--- src/rtl/orion_mapper_pkg.sv ---
// Shared types and register-map helpers for the Orion-Pro page mapper.
// Readback is built only when ORION_MAPPER_READBACK_EN is defined.
package orion_mapper_pkg;

  typedef enum logic [1:0] {
    ST_IDLE,
    ST_ARMED,
    ST_WAIT_M1,
    ST_IN_M1
  } mapper_state_t;

  localparam int CTRL_DEFER  = 0;
  localparam int CTRL_COMMIT = 1;
  localparam int CTRL_PEND   = 2;

  function automatic int off_en(input int nw);
    return nw;
  endfunction

  function automatic int off_wp(input int nw);
    return nw + 1;
  endfunction

  function automatic int off_ctrl(input int nw);
    return nw + 2;
  endfunction

  function automatic int blk_len(input int nw);
    return nw + 3;
  endfunction

endpackage

--- src/rtl/orion_bus_strobe.sv ---
// One-shot accept: fires on the first matching clock of a strobe-low
// cycle and re-arms only once the strobe returns high.
module orion_bus_strobe (
  input  logic clk_i,
  input  logic reset_i,
  input  logic match_i,
  input  logic strobe_n_i,
  output logic accept_o
);

  logic armed_q;
  logic armed_d;

  assign accept_o = armed_q & match_i & ~strobe_n_i;

  // disarm after an accept, re-arm when the strobe goes inactive
  always_comb begin
    armed_d = armed_q;
    if (strobe_n_i)
      armed_d = 1'b1;
    else if (accept_o)
      armed_d = 1'b0;
  end

  // armed flag register
  always_ff @(posedge clk_i) begin
    if (reset_i)
      armed_q <= 1'b1;
    else
      armed_q <= armed_d;
  end

endmodule

--- src/rtl/orion_page_mapper.sv ---
// NUM_WIN-window page mapper with shadow/active banks and M1 commit.
// Readback mux is built only when ORION_MAPPER_READBACK_EN is defined.
module orion_page_mapper
  import orion_mapper_pkg::*;
#(
  parameter int         NUM_WIN = 4,
  parameter int         PAGE_W  = 8,
  parameter logic [7:0] IO_BASE = 8'h04
) (
  input  logic                   i_clk,
  input  logic                   i_reset,
  input  logic [15:0]            i_addr,
  input  logic [7:0]             i_wdata,
  input  logic                   i_iorq_n,
  input  logic                   i_mreq_n,
  input  logic                   i_rd_n,
  input  logic                   i_wr_n,
  input  logic                   i_m1_n,
  output logic [7:0]             o_rdata,
  output logic                   o_rdata_oe,
  output logic [PAGE_W+16-$clog2(NUM_WIN)-1:0] o_phys_addr,
  output logic [$clog2(NUM_WIN)-1:0] o_win_idx,
  output logic                   o_mapped,
  output logic                   o_wr_block
);

  localparam int WIDX_W = $clog2(NUM_WIN);
  localparam int WIN_SH = 16 - WIDX_W;

  logic [7:0]        io_off;
  logic              io_hit;
  logic              wr_acc;
  logic              sel_en;
  logic              sel_wp;
  logic              sel_ctrl;
  logic [PAGE_W-1:0] page_wr;
  logic [NUM_WIN-1:0] mask_wr;
  logic              commit;

  mapper_state_t state_q, state_d;

  logic [PAGE_W-1:0]  page_sh_q  [NUM_WIN];
  logic [PAGE_W-1:0]  page_sh_d  [NUM_WIN];
  logic [PAGE_W-1:0]  page_act_q [NUM_WIN];
  logic [PAGE_W-1:0]  page_act_d [NUM_WIN];
  logic [NUM_WIN-1:0] en_sh_q, en_sh_d;
  logic [NUM_WIN-1:0] en_act_q, en_act_d;
  logic [NUM_WIN-1:0] wp_sh_q, wp_sh_d;
  logic [NUM_WIN-1:0] wp_act_q, wp_act_d;
  logic               defer_q, defer_d;

  logic [WIDX_W-1:0] win;

  // I/O port decode relative to the register block base
  always_comb begin
    io_off   = i_addr[7:0] - IO_BASE;
    io_hit   = (i_addr[7:0] >= IO_BASE) &&
               (io_off < 8'(blk_len(NUM_WIN)));
    sel_en   = io_off == 8'(off_en(NUM_WIN));
    sel_wp   = io_off == 8'(off_wp(NUM_WIN));
    sel_ctrl = io_off == 8'(off_ctrl(NUM_WIN));
    page_wr  = PAGE_W'(i_wdata);
    mask_wr  = i_wdata[NUM_WIN-1:0];
  end

  orion_bus_strobe u_wr_strobe (
    .clk_i      (i_clk),
    .reset_i    (i_reset),
    .match_i    (~i_iorq_n & io_hit),
    .strobe_n_i (i_wr_n),
    .accept_o   (wr_acc)
  );

  // commit sequencing: OUT, end of OUT, next M1, end of M1
  always_comb begin
    state_d = state_q;
    commit  = 1'b0;
    unique case (state_q)
      ST_IDLE:
        if (wr_acc && sel_ctrl && i_wdata[CTRL_COMMIT])
          state_d = ST_ARMED;
      ST_ARMED:
        if (i_wr_n)
          state_d = ST_WAIT_M1;
      ST_WAIT_M1:
        if (!i_m1_n && !i_mreq_n)
          state_d = ST_IN_M1;
      ST_IN_M1:
        if (i_m1_n) begin
          state_d = ST_IDLE;
          commit  = 1'b1;
        end
      default:
        state_d = ST_IDLE;
    endcase
  end

  // FSM state register
  always_ff @(posedge i_clk) begin
    if (i_reset)
      state_q <= ST_IDLE;
    else
      state_q <= state_d;
  end

  // bank updates: commit copies shadow, then an accepted write overlays
  always_comb begin
    page_sh_d  = page_sh_q;
    page_act_d = page_act_q;
    en_sh_d    = en_sh_q;
    en_act_d   = en_act_q;
    wp_sh_d    = wp_sh_q;
    wp_act_d   = wp_act_q;
    defer_d    = defer_q;
    if (commit) begin
      page_act_d = page_sh_q;
      en_act_d   = en_sh_q;
      wp_act_d   = wp_sh_q;
    end
    if (wr_acc) begin
      for (int w = 0; w < NUM_WIN; w++) begin
        if (io_off == 8'(w)) begin
          page_sh_d[w] = page_wr;
          if (!defer_q)
            page_act_d[w] = page_wr;
        end
      end
      if (sel_en) begin
        en_sh_d = mask_wr;
        if (!defer_q)
          en_act_d = mask_wr;
      end
      if (sel_wp) begin
        wp_sh_d = mask_wr;
        if (!defer_q)
          wp_act_d = mask_wr;
      end
      if (sel_ctrl)
        defer_d = i_wdata[CTRL_DEFER];
    end
  end

  // register banks and CTRL
  always_ff @(posedge i_clk) begin
    if (i_reset) begin
      for (int w = 0; w < NUM_WIN; w++) begin
        page_sh_q[w]  <= PAGE_W'(w);
        page_act_q[w] <= PAGE_W'(w);
      end
      en_sh_q  <= '0;
      en_act_q <= '0;
      wp_sh_q  <= '0;
      wp_act_q <= '0;
      defer_q  <= 1'b0;
    end else begin
      page_sh_q  <= page_sh_d;
      page_act_q <= page_act_d;
      en_sh_q    <= en_sh_d;
      en_act_q   <= en_act_d;
      wp_sh_q    <= wp_sh_d;
      wp_act_q   <= wp_act_d;
      defer_q    <= defer_d;
    end
  end

  // zero-latency address translation from the active bank
  always_comb begin
    win         = i_addr[15:WIN_SH];
    o_win_idx   = win;
    o_mapped    = en_act_q[win];
    o_phys_addr = '0;
    o_phys_addr[15:0] = i_addr;
    if (en_act_q[win])
      o_phys_addr = {page_act_q[win], i_addr[WIN_SH-1:0]};
    o_wr_block  = en_act_q[win] & wp_act_q[win] &
                  ~i_mreq_n & ~i_wr_n;
  end

`ifdef ORION_MAPPER_READBACK_EN
  // combinational readback of the active bank and CTRL
  always_comb begin
    o_rdata    = '0;
    o_rdata_oe = ~i_iorq_n & ~i_rd_n & io_hit;
    if (o_rdata_oe) begin
      for (int w = 0; w < NUM_WIN; w++)
        if (io_off == 8'(w))
          o_rdata = 8'(page_act_q[w]);
      if (sel_en)
        o_rdata = 8'(en_act_q);
      if (sel_wp)
        o_rdata = 8'(wp_act_q);
      if (sel_ctrl) begin
        o_rdata[CTRL_PEND]  = state_q != ST_IDLE;
        o_rdata[CTRL_DEFER] = defer_q;
      end
    end
  end
`else
  logic unused_rd;
  assign unused_rd  = i_rd_n;
  assign o_rdata    = '0;
  assign o_rdata_oe = 1'b0;
`endif

endmodule

--- config.mk ---
export PLATFORM = sky130hd
export DESIGN_NAME = orion_page_mapper
export DESIGN_NICKNAME = d
export VERILOG_FILES = /design/src/rtl/orion_mapper_pkg.sv /design/src/rtl/orion_bus_strobe.sv /design/src/rtl/orion_page_mapper.sv
export SDC_FILE = /design/constraint.sdc
export NUM_CORES = 1
export LEC_CHECK = 0
export CAP_MARGIN = 20
export CELL_PAD_IN_SITES_DETAIL_PLACEMENT = 1
export CELL_PAD_IN_SITES_GLOBAL_PLACEMENT = 2
export CORE_MARGIN = 4
export CORE_UTILIZATION = 33
export CTS_CLUSTER_DIAMETER = 30
export DETAILED_ROUTE_END_ITERATION = 7
export PLACE_DENSITY = 0.9
export SETUP_SLACK_MARGIN = 0.02
export SYNTH_ARGS = -nofsm -noshare
export SYNTH_HDL_FRONTEND = slang
export SYNTH_HIERARCHICAL = 1
export SYNTH_SLANG_ARGS = --single-unit
--- constraint.sdc ---
create_clock -name i_clk -period 4.8 [get_ports i_clk]
set_input_delay 1.44 -clock i_clk [delete_from_list [all_inputs] [get_ports i_clk]]
set_output_delay 1.44 -clock i_clk [all_outputs]
set_load 0.01 [all_outputs]
==> out/qor.yml <==
status:
  status: "finished clean"
clock_tree:
  clk_latency_ns: 0.35
  cts_tree: "built"
  path_clk_slew_ns: 0.06
  numCtsBuffers: 9
  cts_root_buffer: "clkbuf_16"
  cts.path.max_buffers: 2
  cts_hold_buf: 0
  clkSinkCount: 84
  h-tree-depth: 3
floorplanning:
  dieArea_um2: 15800
  io_pins: 66
  die_h_um: 126
  die_x_um: 126
  start_util: 0.341
  coreArea_um2: 13400
  rows: 42
critical_path:
  reg2reg_to: "page_act_q[6]"
  r2r_slack_ns: 2.52
  cp-endpoint: "o_phys_addr[15]"
  criticalPathCategory: "in2out"
  reg2reg_depth: 5
  worstPathCellList: "clkdlybuf4s50_1 > buf_4 > mux4_2 > a31oi_1 > clkdlybuf4s50_1"
  cp-startpoint: "i_addr[15]"
  worstPathArrival_ns: 3.30
  worstSetupEndpointType: "output pin"
  worstPathRequired_ns: 3.36
  slowest_stage: "clkdlybuf4s50_1"
  path_max_fanout: 6
  slowest_delay_ns: 0.57
  cp_common_cell: "clkdlybuf4s50_1"
  cp-start-kind: "input port"
  r2r-start: "state_q[1]"
route:
  routed_via_density: 5.77
  drc: 0
  wl_per_cell_um: 19.7
  firstDrtPassIters: 4
  finalWirelength_um: 14100
  drt_iter0_drc: 383
  vias: 4121
  ant_nets: 0
sta:
  rsz0062_at_grt: "true"
  tightest_slew_ns: 0.799
  finalMaxSlewViolations: 0
  max_freq_mhz: 211
  fin_crit_ns: 4.74
  setup_viol: 0
  skew_ns: 0.00439
  final_min_period_over_clock_period: 0.987
  hold_violations: 0
  relSlewSlack: 0.468
synth:
  ys_seq_elements: 84
  seq_area_frac_synth: 0.369
  synth_edf_count: 0
  synthFlopType: "dfxtp_1"
  netlist_area_um2: 4560
  ys_async_sr_fraction: 0
  yosysUniqueCellTypes: 52
  syn_inst: 525
  syn-mean-instance-area_um2: 8.69
  yosys_warnings: 6
place:
  globalplace.congestion: 0.798
  dpl.cell_count: 697
  numPortBuffers: 43
  dp_hpwl_um: 9620
global_routing:
  met3_usage: 0.0350
  antenna_found_initial: 0
  grt_pass1_vias: 4375
  overflow: 0
  grtUsageTotal: 0.180
  met2_usage: 0.311
  grt.busiest_layer: "met2"
  grtUsageMet1: 0.228
  grt_max_degree: 83
  grt_pass1_wl_um: 23200
finish:
  drive_above_1_share: 0.130
  fillers: 1551
  final_util: 0.403
  final_cells: 714
  antenna_cells: 0
  nets: 571
  area_delta_synth_final_pct: 18.3
power_and_ir_drop:
  p_leak_nw: 2.03
  ir_worst_vdd_uv: 177
  powerDensity_nw_per_um2: 317
flow_run:
  maxCapViolations: 0
worst_hold_path:
  hold_class: "reg2reg"
critical path: cells and delay by family:
kind            cells  cell delay (ns)
buf+inv             3             1.22
compound gates      1             0.25
mux                 1             0.38
synth_stat cells (2+ instances only):
master | count | area share
a211oi_1 | 19 | 0.031
a21o_1 | 2 | 0.0033
a21oi_1 | 39 | 0.043
a311oi_1 | 14 | 0.027
a31oi_1 | 4 | 0.0055
and2_1 | 6 | 0.0082
and3_1 | 2 | 0.0027
and3b_1 | 2 | 0.0038
and4_1 | 7 | 0.013
buf_2 | 15 | 0.016
buf_4 | 30 | 0.049
clkbuf_1 | 28 | 0.023
dfxtp_1 | 84 | 0.37
ha_1 | 7 | 0.019
inv_1 | 7 | 0.0058
mux2_2 | 6 | 0.015
mux2i_1 | 28 | 0.061
mux4_2 | 8 | 0.039
nand2_1 | 29 | 0.024
nand2b_1 | 4 | 0.0055
nand2b_4 | 2 | 0.0060
nand3_1 | 60 | 0.066
nand4_1 | 7 | 0.0096
nand4_2 | 3 | 0.0082
nor2_1 | 3 | 0.0025
nor3_1 | 31 | 0.034
nor3_2 | 2 | 0.0044
nor4_1 | 4 | 0.0055
o21a_1 | 2 | 0.0033
o21ai_0 | 46 | 0.050
o31a_1 | 2 | 0.0038
or3_1 | 2 | 0.0027
power by group:
part           leakage [nW]  switching (mW)  total, mW  internal (mW)
combinational          1.18           0.102      0.153         0.0518
sequential            0.677         0.00204      0.701          0.699
clock                 0.173           0.297      0.859          0.562
total                  2.03           0.401       1.71           1.31
kinds of logic (layout without fill, tap and decap cells):
logic type      Yosys count  count (layout)  share of synthesized area
compound gates          135             135                      0.181
fa+ha+maj                 7               7                     0.0192
buf+inv                  82              87                     0.0965
flops                    84              84                      0.369
mux                      42              42                      0.116
other cells               1               9                   0.000822
simple gates            174             174                      0.219
final cells by class:
| type | instances | area, µm² | share of cell area |
|---|---|---|---|
| clock buffers | 10 | 229 | 0.0424 |
| clock inverters | 6 | 136 | 0.0253 |
| inverters | 7 | 26.3 | 0.00487 |
| multi-input cells | 367 | 2490 | 0.461 |
| flip-flops and latches | 84 | 1680 | 0.311 |
| well taps | 176 | 220 | 0.0408 |
| repair buffers | 64 | 617 | 0.114 |
timing repair:
action	in CTS	in global routing
buffers inserted	0	1
gates resized for setup	4	6
endpoints found under the setup margin	9	7
worst min-delay path by stage:
stage               depth (start not counted)                start             endpoint  slack [ns]
floorplan                                   2  u_wr_strobe/armed_q  u_wr_strobe/armed_q        0.43
finish                                      2        page_sh_q[13]        page_sh_q[13]        0.48
detailed placement                          2  u_wr_strobe/armed_q  u_wr_strobe/armed_q        0.46
global route                                2  u_wr_strobe/armed_q  u_wr_strobe/armed_q        0.49
CTS                                         2  u_wr_strobe/armed_q  u_wr_strobe/armed_q        0.47
global placement                            2  u_wr_strobe/armed_q  u_wr_strobe/armed_q        0.44
sequential cells by signal (all words and copies together) (netlist names):
name	count
en_act_q	4
wp_sh_q	4
page_sh_q	32
wp_act_q	4
en_sh_q	4
page_act_q	32
defer_q	1
state_q	2
u_wr_strobe/armed_q	1
per-layer routing:
metal	up-vias	part of all wire
li1	1938	-
met1	2085	0.44
met5	-	0
met2	85	0.51
met3	13	0.043
met4	0	0.012
per-stage QoR:
step | hold slack [ns] | power, mW | TNS (ns) | area, µm² | setup slack (ns)
CTS | 0.468 | 1.72 | 0 | 5380 | 0.0362
global route | 0.487 | 1.76 | 0 | 5400 | 0.0123
detailed placement | 0.460 | 0.866 | -0.615 | 5000 | -0.0819
finish | 0.478 | 1.71 | 0 | 5400 | 0.0647
global placement | 0.443 | 0.862 | -0.512 | 5000 | -0.0698
floorplan | 0.435 | 0.818 | 0 | 4590 | 0.865
layout by cell type, fill, tap and decap left out, drive strengths merged, types with 6 or more instances in the layout:
master and n:
and4 7, nor3 33, mux4 8, inv 7, dlymetal6s2s 6, mux2i 28, dfxtp 84, nand2 29
a311oi 14, nand3 60, nand4 11, nand2b 6, clkbuf 10, mux2 6, o21ai 48, a211oi 19
ha 7, conb 9, clkdlybuf4s50 35, buf 22, a21oi 39, and2 6
Note: power is estimated with default switching activity, not from simulation.
==> RTL change 1 (same settings) <==
`en_sh_q` and `wp_sh_q` no longer have a reset.
--- a/src/rtl/orion_page_mapper.sv
+++ b/src/rtl/orion_page_mapper.sv
@@ -149,5 +149,3 @@
       end
-      en_sh_q  <= '0;
       en_act_q <= '0;
-      wp_sh_q  <= '0;
       wp_act_q <= '0;
@@ -157,5 +155,3 @@
       page_act_q <= page_act_d;
-      en_sh_q    <= en_sh_d;
       en_act_q   <= en_act_d;
-      wp_sh_q    <= wp_sh_d;
       wp_act_q   <= wp_act_d;
@@ -163,2 +159,7 @@
     end
+  end
+
+  always_ff @(posedge i_clk) begin
+    en_sh_q <= en_sh_d;
+    wp_sh_q <= wp_sh_d;
   end
Function: changed (Yosys sat finds a counterexample within 10 cycles, from zero or initial values and one cycle with i_reset high; the reset may be asserted at any time).
==> RTL change 1 against the unedited design <==
Cell area grew 2.4%; setup slack gained 0.18 ns; first-iteration DRC count shrank 53%; total power shrank 4.7%; combinational power grew 3%; sequential cell count is the same; area after synthesis grew 4.3%; routed wire length shrank 9.9%; critical endpoint is now o_phys_addr[21]; largest cell class unchanged.
==> RTL change 1: results (changes against the unedited design) <==
grt_max_degree: 48  # was 83
yosys-top-cells-area: "dfxtp_1 (32%), mux2i_1 (7.4%), a211oi_2 (5.8%)"  # was dfxtp_1 (37%), nand3_1 (6.6%), mux2i_1 (6.1%)
drt_iter0_markers: 181  # was 383
outcome: "finished clean"  # unchanged
finalWeightedCongestion: 0.784  # was 0.798
drt-total-wl_um: 12700  # was 14100 um
ir_drop_v: 0.000166  # was 0.000177 V
cpMaxStageDelayCell: "mux4_2"  # was clkdlybuf4s50_1
port_buffers: 43  # unchanged
skew_ns: 0.00746  # was 0.00439 ns
crit_family: "buffers and inverters"  # unchanged
power_leakage_nw: 2.10  # was 2.03 nW
wl_met3_um: 530  # was 605 um
clock_latency_ns: 0.35  # about the same
ys_warn_count: 6  # unchanged
drt-met1-wl_um: 5840  # was 6140 um
ys_types: 53  # was 52
routed.top_layer: "met4"  # unchanged
hold_class: "reg2reg"  # unchanged
hpwl_um: 9100  # was 9620 um
grt_usage: 0.161  # was 0.180
fillers: 1597  # was 1551
via_per_inst: 5.50  # was 5.77
h-tree-depth: 3  # unchanged
drive_gt1_frac: 0.186  # was 0.130
place_area_sq_um: 5190  # was 5000 sq um
clkTransAtPathRegs_ns: 0.06  # about the same
ys_top_cells_by_count: "dfxtp_1 (76), nor3_1 (45), o21ai_0 (38), a21oi_1 (37), mux2i_1 (35)"  # was dfxtp_1 (84), nand3_1 (60), o21ai_0 (46), a21oi_1 (39), nor3_1 (31)
nets: 550  # was 571
synth-main-ff-cell: "dfxtp_1"  # unchanged
grt_pass1_wl_um: 21100  # was 23200 um
pre_cts_ws_ns: -0.0385  # was -0.0819 ns
first_global_vias: 4015  # was 4375
clockRootBuffer: "clkbuf_16"  # unchanged
synth.most_common_cell: "dfxtp_1"  # unchanged
yosysSeqAreaShare: 0.370  # was 0.369
cts_hold_buf: 0  # unchanged
first_pass_iters: 4  # unchanged
wl_met2_um: 6190  # was 7170 um
antenna_cells: 0  # unchanged
synth-edff-count: 8  # was 0
hold_path_depth: 2  # unchanged
worst_pin_slew_ns: 0.842  # was 0.799 ns
rr_worst_depth: 5  # unchanged
RTL change 1: area by class of cell:
type	instances	area, sq um	share of cell area
Clock buffer	12	278	0.0502
Clock inverter	4	52.6	0.00951
Inverter	8	30.0	0.00543
Multi-Input combinational cell	341	2550	0.461
Sequential cell	84	1760	0.319
Tap cell	180	225	0.0407
Timing Repair Buffer	68	633	0.115
RTL change 1: path summary, 6_finish.rpt:
kind	start	to	slack, ns
setup reg to reg	state_q[0]$_SDFFE_PP0P_	page_act_q[13]$_SDFF_PP0_	2.67
hold / removal	u_wr_strobe/armed_q$_SDFFE_PP1P_	u_wr_strobe/armed_q$_SDFFE_PP1P_	0.46
hold reg to reg	u_wr_strobe/armed_q$_SDFFE_PP1P_	u_wr_strobe/armed_q$_SDFFE_PP1P_	0.46
setup / recovery	i_addr[14]	o_phys_addr[21]	0.24
RTL change 1: report_power, final:
| group | internal (W) | switching (W) | total (W) | leakage (nW) |
|---|---|---|---|---|
| Clock | 0.000465 | 0.000295 | 0.000760 | 0.164 |
| Combinational | 0.0000573 | 0.000101 | 0.000158 | 1.25 |
| Sequential | 0.000710 | 0.00000390 | 0.000714 | 0.684 |
RTL change 1: per-stage QoR:
step / std cells / setup TNS [ns] / hold WS (ns)
global route: 697 / 0 / 0.484
detailed placement: 681 / -0.196 / 0.459
CTS: 697 / 0 / 0.471
finish: 697 / 0 / 0.464
global placement: 681 / -0.271 / 0.444
floorplan: 507 / 0 / 0.435
RTL change 1: what timing repair did:
| action | in CTS | in global routing |
|---|---|---|
| setup buffers | 0 | 0 |
| endpoints found under the setup margin | 8 | 3 |
| gates resized for setup | 2 | 2 |
RTL change 1: cells by family after synthesis:
kind of cell	Yosys count	synth area share
compound gates	124	0.183
simple gates	149	0.194
buf+inv	82	0.101
other cells	1	0.000788
fa+ha+maj	7	0.0184
flops	84	0.370
mux	52	0.133
RTL change 1: metal layers:
layer  global-route usage  up-vias
met2                0.272       69
met1                0.207     1909
li1                     -     1841
met5                    0        -
met3               0.0379       14
met4               0.0412        0
RTL change 1: worst reg2reg max path: stages, from the launching register on:
cell and delay, ns:
dfxtp_1 0.35, ha_1 0.23, nand2_2 0.60, buf_4 0.43, mux2i_1 0.28, a211oi_2 0.10
==> RTL change 2 (same flow settings) <==
Made on the original files. Build with the macro `ORION_MAPPER_READBACK_EN` defined.
--- a/src/rtl/orion_page_mapper.sv
+++ b/src/rtl/orion_page_mapper.sv
@@ -2,2 +2,4 @@
 // Readback mux is built only when ORION_MAPPER_READBACK_EN is defined.
+`define ORION_MAPPER_READBACK_EN
+
 module orion_page_mapper
Formal check against the unedited RTL: not equivalent (Yosys sat finds a counterexample within 4 cycles, from zero or initial values and one cycle with i_reset high).
==> RTL change 2 against the unedited design <==
Area after synthesis is 6.0% higher; register-to-register slack better by 0.08 ns; routed wire length is 7.0% higher; sequential cell count stayed put; setup slack better by 0.0011 ns; sequential power hardly changed; global-route usage is 0.72 points higher; via count is 0.46% lower; final cell count is 3.6% higher; total power is 5.4% lower; cell area is 12% higher; fmax hardly changed; critical path type unchanged; largest power group unchanged; highest routed layer unchanged.
==> RTL change 2: results (changes against the unedited design) <==
outcome: "finished clean"  # unchanged
grt_pass1_wl_um: 24300  # was 23200 um
cp.arrival_ns: 3.29  # was 3.30 ns
wl_met2_um: 7610  # was 7170 um
reg2reg_from: "state_q[0]$_SDFFE_PP0P_"  # was state_q[1]$_SDFFE_PP0P_
place_area_sq_um: 5630  # was 5000 sq um
drive_gt1_frac: 0.243  # was 0.130
swShare: 0.243  # was 0.234
worst_hold_slack_ns: 0.465  # was 0.478 ns
drt-total-wl_um: 15100  # was 14100 um
holdPathEnd: "u_wr_strobe/armed_q$_SDFFE_PP1P_"  # was page_sh_q[13]$_SDFFE_PP0P_
met1_usage: 0.238  # was 0.228
power_leakage_nw: 2.56  # was 2.03 nW
num-nonclk-inverters: 11  # was 7
vias: 4102  # was 4121
clkCellAreaFrac: 0.0505  # was 0.0677
fillers: 1625  # was 1551
crit_path_max_fanout: 5  # was 6
ys_top_cells_by_count: "nor2_1 (87), dfxtp_1 (84), mux2i_1 (78), a211oi_1 (30), clkbuf_1 (24)"  # was dfxtp_1 (84), nand3_1 (60), o21ai_0 (46), a21oi_1 (39), nor3_1 (31)
grt_max_degree: 58  # was 83
r2r_slack_ns: 2.60  # was 2.52 ns
max_slew_margin: 0.275  # was 0.468
r2r-end: "page_act_q[24]$_SDFF_PP0_"  # was page_act_q[6]$_SDFF_PP0_
synthMuxAreaShare: 0.259  # was 0.116
buffers: 97  # was 64
multiInputGateArea_sq_um: 2960  # was 2490 sq um
buf_share: 0.140  # was 0.114
multi_input_cells: 353  # was 367
skew_ns: 0.00455  # was 0.00439 ns
synth_fa_ha_area_frac: 0.0181  # was 0.0192
grt_use_met3: 0.0342  # was 0.0350
## RTL change 2: power by group through the flow
stage                     sequential, W  combinational [W]  clock [W]
final                          0.000703           0.000171   0.000748
after global routing           0.000702           0.000184   0.000786
after CTS                      0.000703           0.000165   0.000757
after detailed placement       0.000718           0.000159          0
after global placement         0.000718           0.000155          0
after floorplan                0.000718          0.0000923          0
## RTL change 2: per-stage QoR
stage               setup slack, ns  std cells  setup TNS, ns
global placement             -0.752        724          -7.20
CTS                          0.0329        739              0
floorplan                     0.291        502              0
global route                -0.0450        740        -0.0512
detailed placement           -0.956        724          -8.83
finish                       0.0658        740              0
## RTL change 2: worst max path at each step
| stage | from | endpoint | cells after the start | slack (ns) |
|---|---|---|---|---|
| 2_1_floorplan | i_addr[3] | o_rdata[0] | 7 | 0.29 |
| 3_3_place_gp | i_addr[2] | o_rdata[0] | 10 | -0.75 |
| 3_5_place_dp | i_addr[2] | o_rdata[1] | 10 | -0.96 |
| 4_1_cts | i_addr[3] | o_rdata[2] | 10 | 0.03 |
| 5_1_grt | i_addr[2] | o_rdata[2] | 10 | -0.04 |
| 6_report | i_addr[3] | o_rdata[2] | 10 | 0.07 |
## RTL change 2: timing repair
item,CTS,global route
hold endpoints to repair,0,0
gates resized for setup,80,21
setup endpoints to repair,18,8
setup buffers,0,1
pin swaps,9,7
## RTL change 2: worst max-delay path: stages
cell	delay [ns]
buf_8	0.10
inv_6	0.06
ha_4	0.12
or3b_4	0.37
nand4_1	0.10
o2111ai_2	0.13
buf_4	0.17
or3_4	0.39
nor4_4	0.25
buf_2	0.17
